## src/rtl/clk_src_supervisor.sv

```systemverilog
`default_nettype none
// ============================================================================
// Module   : clk_src_supervisor
// Purpose  : Supervises N_SRC candidate clock sources. Each source is
//            qualified from its MMCM lock and input-stopped flags. The active
//            source is chosen either by a manual force request or by
//            priority, where index 0 is the highest priority. The block
//            drives one-hot, break-before-make select lines for a
//            global-buffer mux tree. It also pulses the MMCM reset of a
//            selected source that fails. Everything runs on the
//            free-running system clock.
// Ports    : clk          system clock
//            rst          synchronous active-high reset
//            src_locked   per-source MMCM LOCKED, already synchronised
//            src_stopped  per-source CLKINSTOPPED, already synchronised
//            force_en     request manual selection of force_sel
//            force_sel    manual source index
//            src_healthy  qualified-source flags (registered)
//            sel_onehot   mux select lines, at most one bit high
//            sel_idx      index of the current source (valid with sel_valid)
//            sel_valid    a source is driving the output clock
//            mmcm_rst     active-high MMCM reset pulses, one per source
//            switch_count saturating count of deselect events
// Revision : 1.0  initial release
// ============================================================================
module clk_src_supervisor #(
    parameter int N_SRC       = 4,
    parameter int QUAL_CYCLES = 1024,
    parameter int SWITCH_HOLD = 64,
    parameter int RST_PULSE   = 16,
    parameter int REVERTIVE   = 1,
    parameter int CNT_W       = 16
) (
    input  logic                       clk,
    input  logic                       rst,
    input  logic [N_SRC-1:0]           src_locked,
    input  logic [N_SRC-1:0]           src_stopped,
    input  logic                       force_en,
    input  logic [$clog2(N_SRC)-1:0]   force_sel,
    output logic [N_SRC-1:0]           src_healthy,
    output logic [N_SRC-1:0]           sel_onehot,
    output logic [$clog2(N_SRC)-1:0]   sel_idx,
    output logic                       sel_valid,
    output logic [N_SRC-1:0]           mmcm_rst,
    output logic [CNT_W-1:0]           switch_count
);

    localparam int c_IDX_W  = $clog2(N_SRC);
    localparam int c_QCNT_W = $clog2(QUAL_CYCLES + 1);
    localparam int c_HCNT_W = $clog2(SWITCH_HOLD + 1);
    localparam int c_PCNT_W = $clog2(RST_PULSE + 1);

    localparam logic [c_QCNT_W-1:0] c_QMAX      = c_QCNT_W'(QUAL_CYCLES);
    localparam logic [c_PCNT_W-1:0] c_PMAX      = c_PCNT_W'(RST_PULSE);
    // The gap counter is loaded one short so that the gap lasts exactly
    // SWITCH_HOLD cycles. The counter reaching zero is itself the last gap
    // cycle.
    localparam logic [c_HCNT_W-1:0] c_HOLD_LOAD = c_HCNT_W'(SWITCH_HOLD - 1);

    localparam logic [1:0] c_ST_IDLE = 2'd0;
    localparam logic [1:0] c_ST_GAP  = 2'd1;
    localparam logic [1:0] c_ST_RUN  = 2'd2;

    // ------------------------------------------------------------------------
    // Source qualification and per-source MMCM reset pulse generation
    // ------------------------------------------------------------------------
    logic [N_SRC-1:0] w_raw_ok;
    logic [N_SRC-1:0] w_healthy_d;
    logic [N_SRC-1:0] r_healthy_q;
    logic [N_SRC-1:0] w_pulse_start;

    assign w_raw_ok = src_locked & ~src_stopped;

    generate
        for (genvar gi = 0; gi < N_SRC; gi++) begin : g_src
            logic [c_QCNT_W-1:0] r_qcnt_q;
            logic [c_QCNT_W-1:0] w_qcnt_d;
            logic [c_PCNT_W-1:0] r_pcnt_q;
            logic [c_PCNT_W-1:0] w_pcnt_d;

            always_comb begin
                w_qcnt_d = r_qcnt_q;
                if (!w_raw_ok[gi]) begin
                    w_qcnt_d = '0;
                end else if (r_qcnt_q != c_QMAX) begin
                    w_qcnt_d = r_qcnt_q + 1'b1;
                end
            end

            // Healthy is taken from the next count value. It therefore
            // rises on the very edge that completes qualification, and it
            // falls on the first bad sample.
            assign w_healthy_d[gi] = (w_qcnt_d == c_QMAX);

            always_comb begin
                w_pcnt_d = r_pcnt_q;
                if (w_pulse_start[gi]) begin
                    w_pcnt_d = c_PMAX;
                end else if (r_pcnt_q != '0) begin
                    w_pcnt_d = r_pcnt_q - 1'b1;
                end
            end

            always_ff @(posedge clk) begin
                if (rst) begin
                    r_qcnt_q <= '0;
                    r_pcnt_q <= '0;
                end else begin
                    r_qcnt_q <= w_qcnt_d;
                    r_pcnt_q <= w_pcnt_d;
                end
            end

            assign mmcm_rst[gi] = (r_pcnt_q != '0);
        end
    endgenerate

    always_ff @(posedge clk) begin
        if (rst) begin
            r_healthy_q <= '0;
        end else begin
            r_healthy_q <= w_healthy_d;
        end
    end

    assign src_healthy = r_healthy_q;

    // ------------------------------------------------------------------------
    // Target selection: a valid, healthy force wins; otherwise the lowest
    // healthy index is chosen. An invalid force behaves as no force at all.
    // ------------------------------------------------------------------------
    logic               w_force_ok;
    logic               w_tgt_valid;
    logic [c_IDX_W-1:0] w_tgt_idx;

    always_comb begin
        w_force_ok = 1'b0;
        if (force_en && (int'(force_sel) < N_SRC)) begin
            w_force_ok = r_healthy_q[force_sel];
        end
        w_tgt_valid = |r_healthy_q;
        w_tgt_idx   = '0;
        for (int i = N_SRC - 1; i >= 0; i--) begin
            if (r_healthy_q[i]) begin
                w_tgt_idx = c_IDX_W'(i);
            end
        end
        if (w_force_ok) begin
            w_tgt_idx = force_sel;
        end
    end

    // ------------------------------------------------------------------------
    // Selection FSM: state register
    // ------------------------------------------------------------------------
    logic [1:0]          r_state_q;
    logic [1:0]          w_state_d;
    logic [c_HCNT_W-1:0] r_hold_q;
    logic [c_HCNT_W-1:0] w_hold_d;
    logic [c_IDX_W-1:0]  r_cur_q;
    logic [c_IDX_W-1:0]  w_cur_d;
    logic [CNT_W-1:0]    r_swcnt_q;
    logic [CNT_W-1:0]    w_swcnt_d;
    logic                w_desel;
    logic                w_cur_fail;

    always_ff @(posedge clk) begin
        if (rst) begin
            r_state_q <= c_ST_IDLE;
            r_hold_q  <= '0;
            r_cur_q   <= '0;
            r_swcnt_q <= '0;
        end else begin
            r_state_q <= w_state_d;
            r_hold_q  <= w_hold_d;
            r_cur_q   <= w_cur_d;
            r_swcnt_q <= w_swcnt_d;
        end
    end

    // ------------------------------------------------------------------------
    // Selection FSM: next-state logic
    // ------------------------------------------------------------------------
    always_comb begin
        w_state_d  = r_state_q;
        w_hold_d   = r_hold_q;
        w_cur_d    = r_cur_q;
        w_desel    = 1'b0;
        w_cur_fail = 1'b0;
        case (r_state_q)
            c_ST_IDLE: begin
                if (w_tgt_valid) begin
                    w_state_d = c_ST_GAP;
                    w_hold_d  = c_HOLD_LOAD;
                end
            end
            c_ST_GAP: begin
                // The target is sampled only when the gap expires. A source
                // that drops out during the gap is therefore never picked.
                if (r_hold_q == '0) begin
                    if (w_tgt_valid) begin
                        w_state_d = c_ST_RUN;
                        w_cur_d   = w_tgt_idx;
                    end else begin
                        w_state_d = c_ST_IDLE;
                    end
                end else begin
                    w_hold_d = r_hold_q - 1'b1;
                end
            end
            c_ST_RUN: begin
                // Failure takes precedence over a voluntary switch. This
                // means a coincident force change still pulses the reset,
                // and the count is bumped once.
                if (!r_healthy_q[r_cur_q]) begin
                    w_state_d  = c_ST_GAP;
                    w_hold_d   = c_HOLD_LOAD;
                    w_desel    = 1'b1;
                    w_cur_fail = 1'b1;
                end else if (w_tgt_valid && (w_tgt_idx != r_cur_q) &&
                             (w_force_ok || ((REVERTIVE != 0) && (w_tgt_idx < r_cur_q)))) begin
                    w_state_d = c_ST_GAP;
                    w_hold_d  = c_HOLD_LOAD;
                    w_desel   = 1'b1;
                end
            end
            default: begin
                w_state_d = c_ST_IDLE;
                w_hold_d  = '0;
            end
        endcase
    end

    always_comb begin
        w_pulse_start = '0;
        if (w_cur_fail) begin
            w_pulse_start[r_cur_q] = 1'b1;
        end
    end

    always_comb begin
        w_swcnt_d = r_swcnt_q;
        if (w_desel && (r_swcnt_q != {CNT_W{1'b1}})) begin
            w_swcnt_d = r_swcnt_q + 1'b1;
        end
    end

    assign switch_count = r_swcnt_q;

    // ------------------------------------------------------------------------
    // Selection FSM: outputs (selects are live only while RUN)
    // ------------------------------------------------------------------------
    always_comb begin
        sel_onehot = '0;
        sel_idx    = '0;
        sel_valid  = 1'b0;
        if (r_state_q == c_ST_RUN) begin
            sel_onehot[r_cur_q] = 1'b1;
            sel_idx             = r_cur_q;
            sel_valid           = 1'b1;
        end
    end

endmodule
`default_nettype wire

```

## config.mk

```make
export PLATFORM = sky130hd
export DESIGN_NAME = clk_src_supervisor
export DESIGN_NICKNAME = d
export VERILOG_FILES = /design/src/rtl/clk_src_supervisor.sv
export SDC_FILE = /design/constraint.sdc
export NUM_CORES = 1
export LEC_CHECK = 0
export CORE_UTILIZATION = 43
export DETAILED_ROUTE_END_ITERATION = 7
export SYNTH_ARGS = -nofsm -noshare
export SYNTH_HDL_FRONTEND = slang
export SYNTH_SLANG_ARGS = --single-unit
```

## constraint.sdc

```tcl
create_clock -name clk -period 4.2 [get_ports clk]
set_input_delay 0.42 -clock clk [delete_from_list [all_inputs] [get_ports clk]]
set_output_delay 0.42 -clock clk [all_outputs]
set_load 0.01 [all_outputs]
```

-- After elaboration in Yosys (flattened, before gate mapping)
Index checks and enable logic that the tools add are counted.
W data, S select, Z words.
- register bits: 95
- bits of input ports: 13
- output and inout bits: 31
- $add $sub $neg: 10
- $lt $le $gt $ge: 4
- equal/unequal tests: 16
- mux-type cells: 48
- bitwise gates (word level): 2
- reduce and logical (&&, ||, !) cells: 23
- operator list (operator ; count):
    $mux W11 ; 8
    $add A11 B1 Y11 const B ; 4
    $eq A11 B11 Y1 const B ; 4
    $ne A11 B11 Y1 const B ; 4
    $mux W5 ; 8
    $mux W7 ; 4
    $mux W2 ; 11
    $pmux W7 S3 ; 1
    $reduce_bool A5 Y1 ; 4
    $sub A5 B1 Y5 const B ; 4
    $add A16 B1 Y16 const B ; 1
    $ne A16 B16 Y1 const B ; 1
    $mux W1 ; 10
    $reduce_and A3 Y1 ; 3
    $mux W4 ; 2
    $reduce_bool A2 Y1 ; 4
    $reduce_or A2 Y1 ; 4
    $logic_not A7 Y1 ; 1
    $sub A7 B1 Y7 const B ; 1
    $lt A2 B3 Y1 const B ; 2
    $ne A2 B2 Y1 const B ; 3
    $pmux W2 S3 ; 1
    $and A4 B4 Y4 ; 1
    $bmux W1 S2 ; 2
    12 further kinds ; 15

-- Depth between registers and ports, before layout
Gate-level depths: netlist of run 1.
- depth after elaboration: 12
- depth in mapped cells: 11

-- Least setup slack after synthesis of run 1
Ideal clock, no wire load.
- path type: input to register
- start: in force_sel[0]
- end: reg r_swcnt_q[6], in the netlist switch_count[6]
- library setup time: 121 ps
- arrival: 2436 ps
- slack: 1643 ps
- cell stages on the path: 11
- cells stage by stage: mux2_4 a22oi_1 mux2i_1 ha_1 nand2_1 nand2_1 o21a_1 buf_6 buf_6 nor3b_2 mux2_4
- word-level cells in the longest chain between the ends: 11
- elaborated cells on any way between the ends: 13
- RTL lines (what ; line ; RTL):
    start, declared ; 39 ; input logic [$clog2(N_SRC)-1:0] force_sel,
    $bmux W1 S2 ; 139 ; w_force_ok = r_healthy_q[force_sel];
    $mux W1 (implied by the code) ; 139 ;
    $mux W1 ; 138 ; if (force_en && (int'(force_sel) < N_SRC)) begin
    $mux W2 ; 148 ; if (w_force_ok) begin
    $lt A2 B2 Y1 or $ne A2 B2 Y1 (tied branches) ; 221, 220 ;
    $logic_or A1 B1 Y1 or $logic_and A1 B1 Y1 (tied branches) ; 221, 220 ;
    $logic_and A1 B1 Y1 * ; 220 ; end else if (w_tgt_valid && (w_tgt_idx != r_cur_q) &&
    $mux W1 * ; 220 ;
    $mux W1 * ; 215 ; if (!r_healthy_q[r_cur_q]) begin
    $mux W1 * ; 190 ; case (r_state_q)
    $logic_and A1 B1 Y1 * ; 243 ; if (w_desel && (r_swcnt_q != {CNT_W{1'b1}})) begin
    end signal, assigned ; 177 ; r_swcnt_q <= w_swcnt_d;
    end, declared ; 162 ; logic [CNT_W-1:0] r_swcnt_q;
Every way passes the cells marked *; elsewhere a longest branch is shown, timed or not. The select of a mux whose other input is x is not followed.
A chain may end at the register's enable or synchronous reset.

-- Final worst setup path of run 1
- start: in force_sel[0]
- end: reg r_swcnt_q[11], in the netlist switch_count[11]
The elaborated chain is that of the path after synthesis.

==> run_results.csv, run 1 <==
group,metric,value,unit
status,status,"finished clean",
global_route,grt-ovfl-total,0,
cells_and_area,antenna_cells,0,
clocking,cts_tree,"built",
clocking,cts-root-buf,"clkbuf_16",
timing,finClkSkew,0.00649,ns
timing,period_needed,3.43,ns
clocking,cts.sinks,95,
route,wirelength,11000,µm
synthesis,synth.distinct_cells,67,
clocking,htreeDepth,3,
synthesis,synthTopCellsByArea,"dfxtp_1, nor2_1, ha_1",
route,final_antenna_net_count,0,
cells_and_area,area_growth,15.3,%
synthesis,synth-seq-cells,95,
route,via_per_inst,5.58,
cells_and_area,drive_gt1_frac,0.0575,
worst_setup_path,r2r_start,"src_healthy[1]",
route,vias,4512,
synthesis,yosys_warnings,0,
placed_design,routabilityCongestion,0.843,
die,start_util,0.440,
global_route,grt_max_degree,34,
worst_setup_path,cp-startpoint,"force_sel[0]",
synthesis,synth_top_area_share,0.360,
die,io_pins,44,
route,drt_drc_violations_left,0,
clocking,worstSkewPairLatency,0.34,ns
synthesis,synth_area_per_cell,8.41,µm²
placed_design,hpwl,7990,µm
die,die_w,113,µm
timing,slew_headroom,0.382,
worst_hold_path,min-delay-start,"r_hold_q[1]",
synthesis,yosys_most_used_dff,"dfxtp_1",
die,die_area,0.0127,mm²
clocking,clockBufferDepth,2,
timing,fin_tns_setup,0,ns
worst_setup_path,worstPathArrival,3.65,ns
placed_design,port-buffer-count,43,
power,power.leakage,2.13,nW
timing,worst_pin_slew,0.927,ns
route,wl_per_cell,13.7,µm
die,core,0.0120,mm²
power,power-per-cell-area,411,mW/mm²
clocking,cts_setup_buffers,0,
global_route,grtUsageTotal,0.182,
clocking,ctsHoldBuffers,0,
cells_and_area,fin_cells,808,
cells_and_area,postLayoutCellArea,0.00610,mm²
worst_setup_path,startpoint_type,"input pin",
die,die_y,113,µm
worst_hold_path,min_path_type,"reg -> reg",
clocking,cts_buffers,9,
global_route,antenna_found_initial,0,
timing,period_share,0.817,
timing,final-max-slew-violation-count,0,
timing,final-hold-violation-count,0,
die,row_count,40,
power,max-vdd-ir-drop,0.167,mV
synthesis,async_reset_ff_frac,0,
worst_setup_path,required,4.42,ns
timing,max_freq,292,MHz
synthesis,seq_area_frac_synth,0.360,
placed_design,dp_cells,793,
synthesis,syn_area,0.00529,mm²
cells_and_area,nets,691,
clocking,cts_resized,0,
flow_run,cap_violations,0,
synthesis,synthTopCellsByCount,"dfxtp_1, nor2_1, a21oi_1",
synthesis,synth_top_cell_by_area,"dfxtp_1",
placed_design,dpl_cell_area,0.00578,mm²
global_route,grt_pass1_wl,19200,µm
worst_setup_path,cp-end-kind,"register",
synthesis,syn_nets,663,
timing,finalSetupViolations,0,
route,dr.pass1.iters,4,
synthesis,synth_most_common_cell,"dfxtp_1",
synthesis,netlist_instances,629,
global_route,grt_pass1_vias,4227,
route,drt-initial-drc-count,207,
worst_setup_path,path_class,"in -> reg",
clocking,path_clk_slew,0.06,ns
synthesis,synth_edf_count,0,
cells_and_area,final_util,0.508,
timing,rsz0062_at_grt,"no",
worst_setup_path,crit_fanout,27,
[registers in the layout, indices dropped and copies added, names as in the netlist]
name and cells:
src_healthy 4, switch_count 16, r_hold_q 7, r_cur_q 2, g_src.r_pcnt_q 20, r_state_q 2, g_src.r_qcnt_q 44
[power breakdown]
group | switching [W] | internal (W) | total (W)
clock | 0.000339 | 0.000535 | 0.000875
sequential | 0.0000710 | 0.000990 | 0.00106
combinational | 0.000292 | 0.000281 | 0.000573
[metal layers]
layer  vias to the layer above  routed length, µm  track usage
met5                         -                  0            0
met4                         0                174       0.0763
met3                        13                370       0.0305
met2                        73               5190        0.300
met1                      2108               5300        0.238
li1                       2318                  -            -
[cells in the final DEF, fill, tap and decap left out, types with 3 or more instances in the layout]
cell | Yosys | final
nand4b_1 | 3 | 3
o21a_1 | 5 | 5
nor4_1 | 6 | 6
nand2_1 | 29 | 29
mux2_1 | 6 | 6
or3_1 | 10 | 10
xnor2_1 | 24 | 24
a21oi_1 | 42 | 42
dfxtp_1 | 95 | 95
clkbuf_16 | 0 | 9
nand3_1 | 19 | 19
o21ai_0 | 13 | 13
inv_1 | 29 | 29
nor2_1 | 76 | 76
and3_1 | 9 | 9
nor3b_1 | 4 | 4
nand2b_1 | 18 | 18
nor4b_1 | 9 | 9
or4_1 | 9 | 9
mux2i_1 | 7 | 7
nor2b_1 | 17 | 17
nand4_1 | 18 | 18
xor2_1 | 17 | 17
ha_1 | 21 | 21
clkdlybuf4s50_1 | 0 | 42
nand3b_1 | 3 | 3
nor3_1 | 37 | 37
nor3b_2 | 3 | 3
mux2_4 | 4 | 4
a31oi_1 | 6 | 6
a211oi_1 | 7 | 7
and2_1 | 4 | 4
and4_1 | 3 | 3
o31ai_1 | 11 | 11
[critical path, cell delays in order]
cell             delay (ns)
clkdlybuf4s50_1        0.56
mux2_1                 0.37
a22oi_1                0.20
mux2i_1                0.12
ha_1                   0.21
nand2b_1               0.15
a222oi_1               0.33
o21a_1                 0.79
nor4_1                 0.16
mux2_1                 0.34
[per-stage QoR]
step	setup slack (ns)	power, W	hold WS [ns]
3_3_place_gp	0.551	0.00163	0.479
4_1_cts	0.768	0.00255	0.507
2_1_floorplan	1.64	0.00149	0.464
6_report	0.770	0.00251	0.501
5_1_grt	0.537	0.00267	0.532
3_5_place_dp	0.411	0.00166	0.492
[worst paths after layout]
kind / slack [ns] / to / cells after the start
hold / removal: 0.50 / r_hold_q[1] / 1
setup reg to reg: 1.06 / switch_count[11] / 9
hold reg to reg: 0.50 / r_hold_q[1] / 1
setup / recovery: 0.77 / switch_count[11] / 10
[logic make-up after synthesis]
family,synth area share
and+or+nand+nor,0.305
xor gates and xnor gates,0.0679
AOI/OAI and AO/OA,0.127
adders and majority gates,0.0497
muxes,0.0459
DFF,0.360
buffers and inverters,0.0449
[cell type report]
| cell class | count | area, µm² |
|---|---|---|
| multi-input cells | 477 | 3150 |
| fillers | 1151 | 5910 |
| flip-flops and latches | 95 | 1900 |
| inverters | 30 | 113 |
| clock inverters | 5 | 81.3 |
| repair buffers | 44 | 433 |
| clock buffers | 10 | 239 |
| well taps | 147 | 184 |
Note: power is estimated with default switching activity, not from simulation.
==> run 2: changes to the inputs <==
Clock period 4.2 ns to 2.75 ns, I/O delays scaled along.
==> run 2 against run 1 <==
Net effect: critical path type is now reg -> reg; via count is 1.5% higher; utilization is 1.4 points higher; largest cell class unchanged; highest routed layer unchanged; die area stayed put; clock power is 52% higher; register-to-register slack worse by 0.89 ns; critical endpoint is now switch_count[10].
==> run_results.csv, run 2 (synthesis gave the netlist of run 1 again) <==
group,metric,value,unit
clocking,clockBufferDepth,2,
worst_setup_path,startpoint_type,"register",
worst_setup_path,slowest_delay,0.34,ns
route,drt_drc_violations_left,0,
timing,period_share,0.939,
placed_design,dp_cells,810,
cells_and_area,final_util,0.522,
timing,period_needed,2.58,ns
clocking,path_clk_slew,0.06,ns
clocking,cts_buffers,9,
global_route,grt_pass1_wl,19500,µm
timing,slew_headroom,0.643,
timing,max_freq,387,MHz
timing,finalSetupViolations,0,
route,wirelength,11300,µm
timing,fin_tns_setup,0,ns
cells_and_area,layout_commonest_cell,"dfxtp_1",
placed_design,hpwl,8010,µm
die,io_pins,44,
cells_and_area,drive_gt1_frac,0.0866,
clocking,worstSkewPairLatency,0.34,ns
clocking,htreeDepth,3,
global_route,antenna_found_initial,0,
global_route,grt_max_degree,33,
die,die_w,113,µm
die,start_util,0.440,
flow_run,cap_violations,0,
timing,worst_pin_slew,0.535,ns
placed_design,preCtsSetupSlack,-0.599,ns
timing,fin_hold_ws,0.379,ns
route,vias,4580,
cells_and_area,fin_cells,828,
worst_setup_path,worstPathArrival,2.82,ns
worst_setup_path,crit_top_cell,"nand2_1",
clocking,ctsHoldBuffers,0,
timing,finClkSkew,0.00396,ns
worst_setup_path,crit_chain,"mux2_4, a22oi_2, mux2i_1, ha_1, nand2_1, nand2_1, o21a_4, buf_4, nor4b_2, mux2_1",
route,via_per_inst,5.53,
global_route,grt_pass1_vias,4276,
worst_hold_path,min_path_type,"in -> reg",
clocking,cts_tree,"built",
route,drt-initial-drc-count,289,
cells_and_area,largest_reg_flops,44,
placed_design,routabilityCongestion,0.835,
cells_and_area,antenna_cells,0,
power,max-vdd-ir-drop,0.256,mV
worst_setup_path,crit_fanout,6,
timing,setup_ws,0.167,ns
worst_setup_path,slowest_stage,"mux2_1",
clocking,cts-root-buf,"clkbuf_16",
cells_and_area,area_growth,18.5,%
worst_setup_path,cp-end-kind,"register",
cells_and_area,final_cell_mix,"dfxtp_1, nor2_1, a21oi_1",
global_route,grtUsageTotal,0.189,
route,dr.pass1.iters,5,
clocking,cts.sinks,95,
die,die_y,113,µm
global_route,grt-ovfl-total,0,
cells_and_area,max_flop_register,"g_src.r_qcnt_q",
power,power-per-cell-area,618,mW/mm²
die,die_area,0.0127,mm²
worst_setup_path,required,2.98,ns
die,core,0.0120,mm²
route,final_antenna_net_count,0,
timing,final-max-slew-violation-count,0,
die,row_count,40,
timing,rsz0062_at_grt,"no",
power,power.leakage,2.24,nW
worst_setup_path,path_class,"reg -> reg",
timing,final-hold-violation-count,0,
cells_and_area,nets,711,
route,wl_per_cell,13.6,µm
status,status,"finished clean",
placed_design,port-buffer-count,43,
[run 2: cell types whose count changed in the layout (fill, tap and decap cells not counted)]
cell / previous run / this run
inv_6: 1 / 0
buf_4: 1 / 20
clkbuf_1: 0 / 1
clkinv_2: 1 / 2
o21a_4: 0 / 1
dlygate4sd2_1: 0 / 1
buf_12: 0 / 1
clkdlybuf4s50_1: 42 / 41
o21a_1: 5 / 4
clkinvlp_4: 1 / 0
a22oi_2: 0 / 1
a22oi_1: 2 / 1
[run 2: power breakdown]
| group | leakage, nW | internal [W] | switching [W] |
|---|---|---|---|
| registers | 0.770 | 0.00151 | 0.000101 |
| clock network | 0.155 | 0.000814 | 0.000517 |
| logic | 1.32 | 0.000474 | 0.000456 |
[run 2: metal layers]
metal	share of wire	vias up	GRT usage
met5	0	-	0
met4	0.019	0	0.0886
met3	0.033	13	0.0327
met2	0.46	66	0.313
met1	0.48	2161	0.239
li1	-	2340	-
[run 2: area by class of cell]
class                           count  area (µm²)
Timing Repair Buffer               64         594
Fill cell                        1132        5740
Tap cell                          147         184
Multi-Input combinational cell    477        3160
Clock buffer                       11         243
Clock inverter                      4        70.1
Sequential cell                    95        1900
Inverter                           30         113
[run 2: critical path: cells and delay by family (launching register included)]
family | cells | cell delay [ns]
multiplexers | 3 | 0.86
AO/OA/AOI/OAI | 2 | 0.45
AND/OR/NAND/NOR | 3 | 0.43
flip-flops | 1 | 0.33
adder cells (fa/ha/maj) | 1 | 0.25
buffers and inverters | 1 | 0.14
[run 2: worst paths after layout]
check	start	endpoint	slack [ns]	cells after the start
max	src_healthy[2]	switch_count[10]	0.17	10
min	rst	g_src[1].r_qcnt_q[9]	0.38	2
max reg2reg	src_healthy[2]	switch_count[10]	0.17	10
min reg2reg	switch_count[15]	switch_count[15]	0.49	2
[run 2: what timing repair did]
item / 4_1_cts / 5_1_grt
buffers inserted: 0 / 3
pin swaps: 0 / 1
endpoints found under the setup margin: 23 / 7
gates resized for setup: 2 / 2
[run 2: stage by stage]
stage	power (W)	instance area, µm²
3_3_place_gp	0.00255	5920
6_report	0.00387	6270
3_5_place_dp	0.00258	5920
2_1_floorplan	0.00228	5290
4_1_cts	0.00393	6230
5_1_grt	0.00412	6270
==> run 3: changes to the inputs <==
Settings changed: SLEW_MARGIN set to 10.
==> results of run 3 <==
No change in the layout: final DEF, timing and power equal those of run 2.
